===== src/rtl/reorder_buffer.sv =====
// reorder_buffer: circular in-order retire buffer with multi-lane dispatch, CDB completion and mispredict flush
module reorder_buffer #(
  parameter int WAYS = 4,
  parameter int ROB_SIZE = 32,
  parameter int PRF = 64,
  localparam int P = $clog2(PRF),
  localparam int R = $clog2(ROB_SIZE)
) (
  input  logic                     clock,
  input  logic                     reset,
  input  logic [WAYS-1:0]          dis_valid,
  input  logic [WAYS-1:0]          dis_wr,
  input  logic [WAYS-1:0][4:0]     dis_arf,
  input  logic [WAYS-1:0][P-1:0]   dis_prf,
  output logic [WAYS-1:0]          dis_ready,
  output logic [WAYS-1:0][R-1:0]   dis_rob_idx,
  input  logic [WAYS-1:0]          cdb_valid,
  input  logic [WAYS-1:0][R-1:0]   cdb_rob_idx,
  input  logic [WAYS-1:0]          cdb_mispredict,
  output logic [WAYS-1:0]          retire_en,
  output logic [WAYS-1:0]          retire_wr,
  output logic [WAYS-1:0][4:0]     retire_arf,
  output logic [WAYS-1:0][P-1:0]   retire_prf,
  output logic                     except
);
  logic [R-1:0] head, tail;
  logic [R:0] count, free, n_acc, n_ret;
  logic [ROB_SIZE-1:0] occ, comp, misp, wr_q;
  logic [4:0] arf_q [ROB_SIZE];
  logic [P-1:0] prf_q [ROB_SIZE];
  logic [WAYS-1:0] acc;
  logic [R-1:0] hidx [WAYS];
  logic go, ok;
  always_comb begin
    free = (R+1)'(ROB_SIZE) - count;
    n_acc = '0;
    n_ret = '0;
    except = 1'b0;
    go = 1'b1;
    for (int i = 0; i < WAYS; i++) begin
      hidx[i] = head + R'(i);
      retire_en[i] = go & occ[hidx[i]] & comp[hidx[i]];
      go = retire_en[i] & ~misp[hidx[i]];
      except = except | (retire_en[i] & misp[hidx[i]]);
      n_ret = n_ret + (R+1)'(retire_en[i]);
      retire_wr[i] = retire_en[i] & wr_q[hidx[i]] & (|arf_q[hidx[i]]);
      retire_arf[i] = retire_en[i] ? arf_q[hidx[i]] : '0;
      retire_prf[i] = retire_en[i] ? prf_q[hidx[i]] : '0;
    end
    // dispatch lanes are accepted only as an unbroken run from lane 0
    ok = ~except;
    for (int i = 0; i < WAYS; i++) begin
      dis_rob_idx[i] = tail + R'(i);
      dis_ready[i] = free > (R+1)'(i);
      acc[i] = ok & dis_valid[i] & dis_ready[i];
      ok = acc[i];
      n_acc = n_acc + (R+1)'(acc[i]);
    end
  end
  always_ff @(posedge clock) begin
    if (reset) begin
      head <= '0;
      tail <= '0;
      count <= '0;
      occ <= '0;
      comp <= '0;
      misp <= '0;
    end else begin
      for (int i = 0; i < WAYS; i++)
        if (cdb_valid[i] && occ[cdb_rob_idx[i]]) begin
          comp[cdb_rob_idx[i]] <= 1'b1;
          misp[cdb_rob_idx[i]] <= cdb_mispredict[i];
        end
      for (int i = 0; i < WAYS; i++)
        if (retire_en[i]) begin
          occ[hidx[i]] <= 1'b0;
          comp[hidx[i]] <= 1'b0;
          misp[hidx[i]] <= 1'b0;
        end
      if (except) begin
        head <= head + R'(n_ret);
        tail <= head + R'(n_ret);
        count <= '0;
        occ <= '0;
        comp <= '0;
        misp <= '0;
      end else begin
        head <= head + R'(n_ret);
        tail <= tail + R'(n_acc);
        count <= count + n_acc - n_ret;
        for (int i = 0; i < WAYS; i++)
          if (acc[i]) begin
            occ[dis_rob_idx[i]] <= 1'b1;
            comp[dis_rob_idx[i]] <= 1'b0;
            misp[dis_rob_idx[i]] <= 1'b0;
            wr_q[dis_rob_idx[i]] <= dis_wr[i];
            arf_q[dis_rob_idx[i]] <= dis_arf[i];
            prf_q[dis_rob_idx[i]] <= dis_prf[i];
          end
      end
    end
  end
endmodule


===== config.mk =====
export PLATFORM = sky130hd
export DESIGN_NAME = reorder_buffer
export DESIGN_NICKNAME = d
export VERILOG_FILES = /design/src/rtl/reorder_buffer.sv
export SDC_FILE = /design/constraint.sdc
export NUM_CORES = 2
export LEC_CHECK = 0
export CAP_MARGIN = 20
export CORE_MARGIN = 2
export CORE_UTILIZATION = 43
export CTS_BUF_LIST = sky130_fd_sc_hd__clkbuf_8
export DETAILED_ROUTE_END_ITERATION = 16
export SETUP_SLACK_MARGIN = 0.15
export SYNTH_ARGS = -nofsm -noshare
export SYNTH_HDL_FRONTEND = slang
export SYNTH_SLANG_ARGS = --single-unit

===== constraint.sdc =====
create_clock -name clock -period 7.92 [get_ports clock]
set_input_delay 1.188 -clock clock [delete_from_list [all_inputs] [get_ports clock]]
set_output_delay 1.188 -clock clock [all_outputs]
set_load 0.05 [all_outputs]

# Word-level counts from Yosys, hierarchy flattened

Memory sizes are Yosys's and may differ from the RTL's. A register that Yosys moved wholly into a read port is not among the register bits.
Cells that the tools add are included.

Register bits after elaboration: 144
Memory bits (writable): 352
Input bits: 82
Logic and storage cells: 329
Memories kept: 2

Memory list:

| name  | words | bits a word | rd ports | clocked after Yosys merged registers in | write ports | line | text |
|---|---|---|---|---|---|---|---|
| prf_q | 32    | 6           | 4        | 1                                       | 4           | 30   | `logic [P-1:0] prf_q [ROB_SIZE];` |
| arf_q | 32    | 5           | 4        | 1                                       | 4           | 29   | `logic [4:0] arf_q [ROB_SIZE];` |

Add/sub/neg operators: 17
$lt $le $gt $ge: 28
Multiplexer cells: 179
Bitwise operators: 74
Reduce and logical (&&, ||, !) cells: 22

Operators with widths:

| kind                                                                                | number |
|---|---|
| 32-bit 2-to-1 mux                                                                   | 80 |
| 32-bit bitwise AND                                                                  | 20 |
| 32-bit bitwise mux                                                                  | 8 |
| 32-bit NOT                                                                          | 8 |
| 32-bit OR                                                                           | 8 |
| 1-bit binary-select mux with 5-bit select                                           | 20 |
| 5-bit by 6-bit < comparator with 1-bit output, second input constant                | 12 |
| 1-bit demux with 5-bit select                                                       | 12 |
| 5-bit by 1-bit greater-or-equal comparator with 1-bit output, second input constant | 12 |
| 1-bit 2-to-1 mux                                                                    | 48 |
| 5-bit 2-to-1 mux                                                                    | 7 |
| 1-bit bitwise AND                                                                   | 30 |
| 6-bit 2-to-1 mux                                                                    | 4 |
| 5-bit by 2-bit adder with 5-bit output, second input constant                       | 4 |
| 5-bit OR reduction                                                                  | 4 |
| 1-bit logical AND                                                                   | 16 |
| 6-bit by 1-bit > comparator with 1-bit output, second input constant                | 2 |
| 6-bit by 2-bit > comparator with 1-bit output, second input constant                | 2 |
| 5-bit by 1-bit adder with 5-bit output, second input constant                       | 2 |
| 5-bit by 4-bit adder with 5-bit output                                              | 2 |
| 3-bit by 1-bit adder with 4-bit output                                              | 2 |
| 2-bit by 1-bit adder with 3-bit output                                              | 2 |
| 6-bit by 4-bit adder with 6-bit output                                              | 1 |
| 6-bit by 4-bit subtractor with 6-bit output                                         | 1 |
| other kinds (6)                                                                     | 13 |

# Longest topological paths before layout

Depth in word-level cells: 42
Mapped depth: 38
Mapped depth without buffers: 27

# Least setup slack after synthesis

Ideal clock, no wire load.

Kind: register to output
Start: register head[0]
End: output port retire_prf[20] (netlist name)
Data arrival time: 7.554 ns
Required time: 6.732 ns
Slack: -0.822 ns
Stages on the path, launching flop included: 21
Path buffers: 9
Path through: dfxtp_1 -> buf_6 -> inv_2 -> buf_4 -> buf_2 -> buf_2 -> buf_1 -> buf_2 -> ha_1 -> buf_2 -> buf_2 -> inv_1 -> buf_2 -> mux4_2 -> mux2i_1 -> o32ai_1 -> nor3_2 -> nand4_2 -> nor3_2 -> inv_1 -> a2111oi_0

RTL lines:

| element                  | line | text |
|---|---|---|
| start: declaration       | 26   | `logic [R-1:0] head, tail;` |
| start signal: assignment | 81   | `head <= head + R'(n_ret);` |
| start signal: assignment | 88   | `head <= head + R'(n_ret);` |
| end: declaration         | 23   | `output logic [WAYS-1:0][P-1:0] retire_prf,` |

# Worst setup path after layout

Start: register head[2]
End: output port retire_wr[2]

Word-level cells in the longest chain between the ends: 11

RTL lines:

| element                                                                                         | line | text |
|---|---|---|
| parallel branches: the longest is 10 deep, another holds 5-bit by 1-bit adder with 5-bit output | n/a  |  |
| 1-bit bitwise AND (*)                                                                           | 46   | `retire_wr[i] = retire_en[i] & wr_q[hidx[i]] & (\|arf_q[hidx[i]]);` |
| end: declaration                                                                                | 21   | `output logic [WAYS-1:0] retire_wr,` |

Mark *: on every way between the ends. The select of a mux whose other input is x is not followed.

==> results by group <==
Finish
  – NumNets Final: 5,791
  – Share of layout cells above drive strength 1: 0.204
  – Most common cell after layout, fill and taps aside: nand2_1
  – Multi-input logic area: 34,500 sq um
  – Area growth from synthesis to layout: 11.5%
  – Sequential cell area: 13,800 sq um
  – Fillers: 11,200
  – Commonest cells after routing, fill and taps aside: nand2_1 (807), o21ai_0 (600), nor2_1 (464)
  – Final Util: 0.482

Power and ir drop
  – Leak: 18.6 nW
  – Power per cell area: 151 nW/um^2
  – Max IR drop VDD: 0.207 mV

Yosys
  – Commonest register cell after synthesis: edfxtp_1
  – Synth warn: 0
  – Cell Area, Synth: 51,000 sq um
  – Largest family of logic cells by synthesized area: multiplexers
  – Adder-Cell Fraction of Synth Area: 0.0126
  – Post-Synth Simple-Gate Area: 0.191
  – Cells after Synth: 5,726
  – Seq cells post-synth: 496
  – Post-synthesis compound-gate area fraction: 0.202
  – Post-synth EDFFs: 384
  – Syn Area/Cell: 8.91 sq um
  – Post-synth ARST share: 0
  – Multiplexer share of the synthesized area: 0.260
  – Cell variety after synth: 101
  – Post-synthesis xor/xnor area fraction: 0.00647
  – Post-synthesis sequential area ratio: 0.270
  – Post-Syn Nets: 5,855

GRT
  – Met3 Use GR: 0.338
  – Met2 Usage GRT: 0.680
  – Total gr overflow: 0
  – Grt met1 use: 0.677
  – Largest net degree at the start of global routing: 120
  – GRT Total Usage: 0.536
  – Vias in the first global route: 50,700
  – First-pass GRT wire length: 447 mm
  – Most used routing layer: met2
  – Initial antenna violation count: 29

Worst hold path
  – Hold Path Class: flop to flop
  – Hold endpoint: comp[5]$_SDFF_PN0_
  – Hold depth: 1
  – Hold_sp: comp[5]$_SDFF_PN0_

Status
  – Status: complete, no violations

Clock network
  – CTS Hold Buffers Added: 0
  – Maximum buffer depth of the clock tree: 3
  – CTS tree: done
  – Later-pin clock latency in the skew report: 0.93 ns
  – Sink Count: 496
  – CTS clk-pin slew, worst paths: 0.06 ns
  – Root buf cell: clkbuf_8
  – # H-tree levels: 3
  – Inserted Clock Buffers: 99
  – Postcts setup bufs: 0

Placed design
  – Routability congestion estimate from global placement: 1.16
  – DP HPWL: 244 mm
  – Port Buffers: 158
  – Pre-CTS setup slack: 0.921 ns

Critical path
  – CP required: 6.73 ns
  – Max Fanout on Critical Path: 47
  – Reg2reg end: count[5]$_SDFF_PN0_
  – Crit. End Element: output port
  – R2r setup slk: 0.68 ns
  – WS Path Type: flop to output port
  – Worst R2R Path Depth: 25
  – CP Data Arrival Time: 6.60 ns
  – FF-to-FF Start: head[2]$_SDFF_PP0_
  – Worst setup SP type: flop

Drt
  – Wire per inst: 46.0 um
  – Final ANT Viol Nets: 0
  – Drt total wl: 336 mm
  – DRC viols: 0
  – Via-to-Cell Ratio: 7.97
  – Vias: 58,200
  – Drt first pass iters: 9
  – Iteration-0 DRC Markers: 12,900

Floorplanning
  – Io pins: 159
  – Die area: 121,000 sq um
  – Die H: 348 um
  – Site Rows: 126
  – Die W: 348 um
  – Core box area: 118,000 sq um
  – Starting density of the core: 0.433

Timing
  – Final setup margin: 0.132 ns
  – Final setup viols: 0
  – Slew headroom: 0.0654
  – Total Neg Setup Slack: 0 ns
  – Setup Skew: 0.111 ns
  – Crit path time final: 7.79 ns
  – Final Hold Vio Count: 0
  – Period utilization: 0.983
  – Final hold slack: 0.553 ns
  – Fin. max-slew vios: 0
  – Slew @ Worst Pin: 1.39 ns
  – RSZ-0062 raised after global routing: no
  – Fmax: 128 MHz

Flow run
  – Max Cap Viol: 0
-- cells in the mapped netlist, types with 112 or more instances --
cell type  instances  area (sq um)
a211oi_1         238          1790
a21oi_1          178           891
buf_2            122           611
clkbuf_1         413          1550
dfxtp_1          112          2240
edfxtp_1         384         11500
mux2_2           154          1730
mux2i_1          191          1910
mux4_2           428          9640
nand2_1          808          3030
nand3_1          151           756
nor2_1           465          1750
nor2b_1          166          1040
nor3_1           150           751
o21ai_0          601          3010
-- routing by layer --
layer	share of wire	routed length, um
met1	0.35	117000
met2	0.36	122000
met3	0.21	69100
met4	0.081	27200
met5	0.0010	336
-- stage by stage --
step           instances  power, mW  instance area, sq um
3_5_place_dp        7085       5.37                 54600
3_3_place_gp        7078       5.36                 54500
2_1_floorplan       5726       4.30                 51000
4_1_cts             7263       8.34                 56700
6_report            7301       8.61                 56900
5_1_grt             7279       8.65                 56800
-- critical path, cell delays in order, from the launching register on --
cell and delay, ns:
dfxtp_4 0.73, ha_4 0.47, buf_4 0.63, buf_4 0.75, mux4_2 0.36, nand2_1 0.06, a32oi_1 0.91, nand2_1 0.34
nand2_1 0.21, o21ai_0 0.23, nor3_1 0.65, buf_12 0.22
-- area by class of cell --
class,count,area share
diodes,26,0.00114
repair buffers,444,0.0730
flip-flops and latches,496,0.242
well taps,1536,0.0338
clock buffers,105,0.0254
inverters,84,0.00563
multi-input cells,4537,0.607
clock inverters,73,0.0121
-- worst max path at each step --
stage          cells after the start  slack [ns]               start                   to
5_1_grt                           11        0.31  head[0]$_SDFF_PP0_         retire_wr[2]
3_3_place_gp                      25        0.88  head[2]$_SDFF_PP0_  count[5]$_SDFF_PN0_
6_report                          11        0.13  head[2]$_SDFF_PP0_         retire_wr[2]
2_1_floorplan                     14        0.20  head[1]$_SDFF_PP0_       retire_prf[14]
3_5_place_dp                      25        0.92  head[2]$_SDFF_PP0_  count[5]$_SDFF_PN0_
4_1_cts                            9        0.24  head[0]$_SDFF_PP0_        retire_prf[0]
-- kinds of logic (layout without fill, tap and decap cells) --
family          count (synthesis)  after routing
simple gates                 2070           2070
compound gates               1614           1614
mux                           773            773
buf+inv                       693            706
flops                         496            496
fa+ha+maj                      47             47
xor+xnor                       33             33
other cells                     0             26
-- state kept, by name, indices dropped and copies added (netlist names) --
register,cells
prf_q,192
tail,5
occ,32
head,5
misp,32
wr_q,32
comp,32
arf_q,160
count,6
-- where the power goes --
group          internal [mW]  leakage, nW  switching [mW]
combinational          0.681         13.0            1.75
clock                   1.65         1.16            1.41
sequential              2.93         4.39           0.196
total                   5.26         18.6            3.35
-- timing repair --
action	4_1_cts	5_1_grt
endpoints found under the hold margin	0	0
resized for setup	0	2
endpoints found under the setup margin	0	2
No activity file was read; power rests on OpenSTA's default activity.
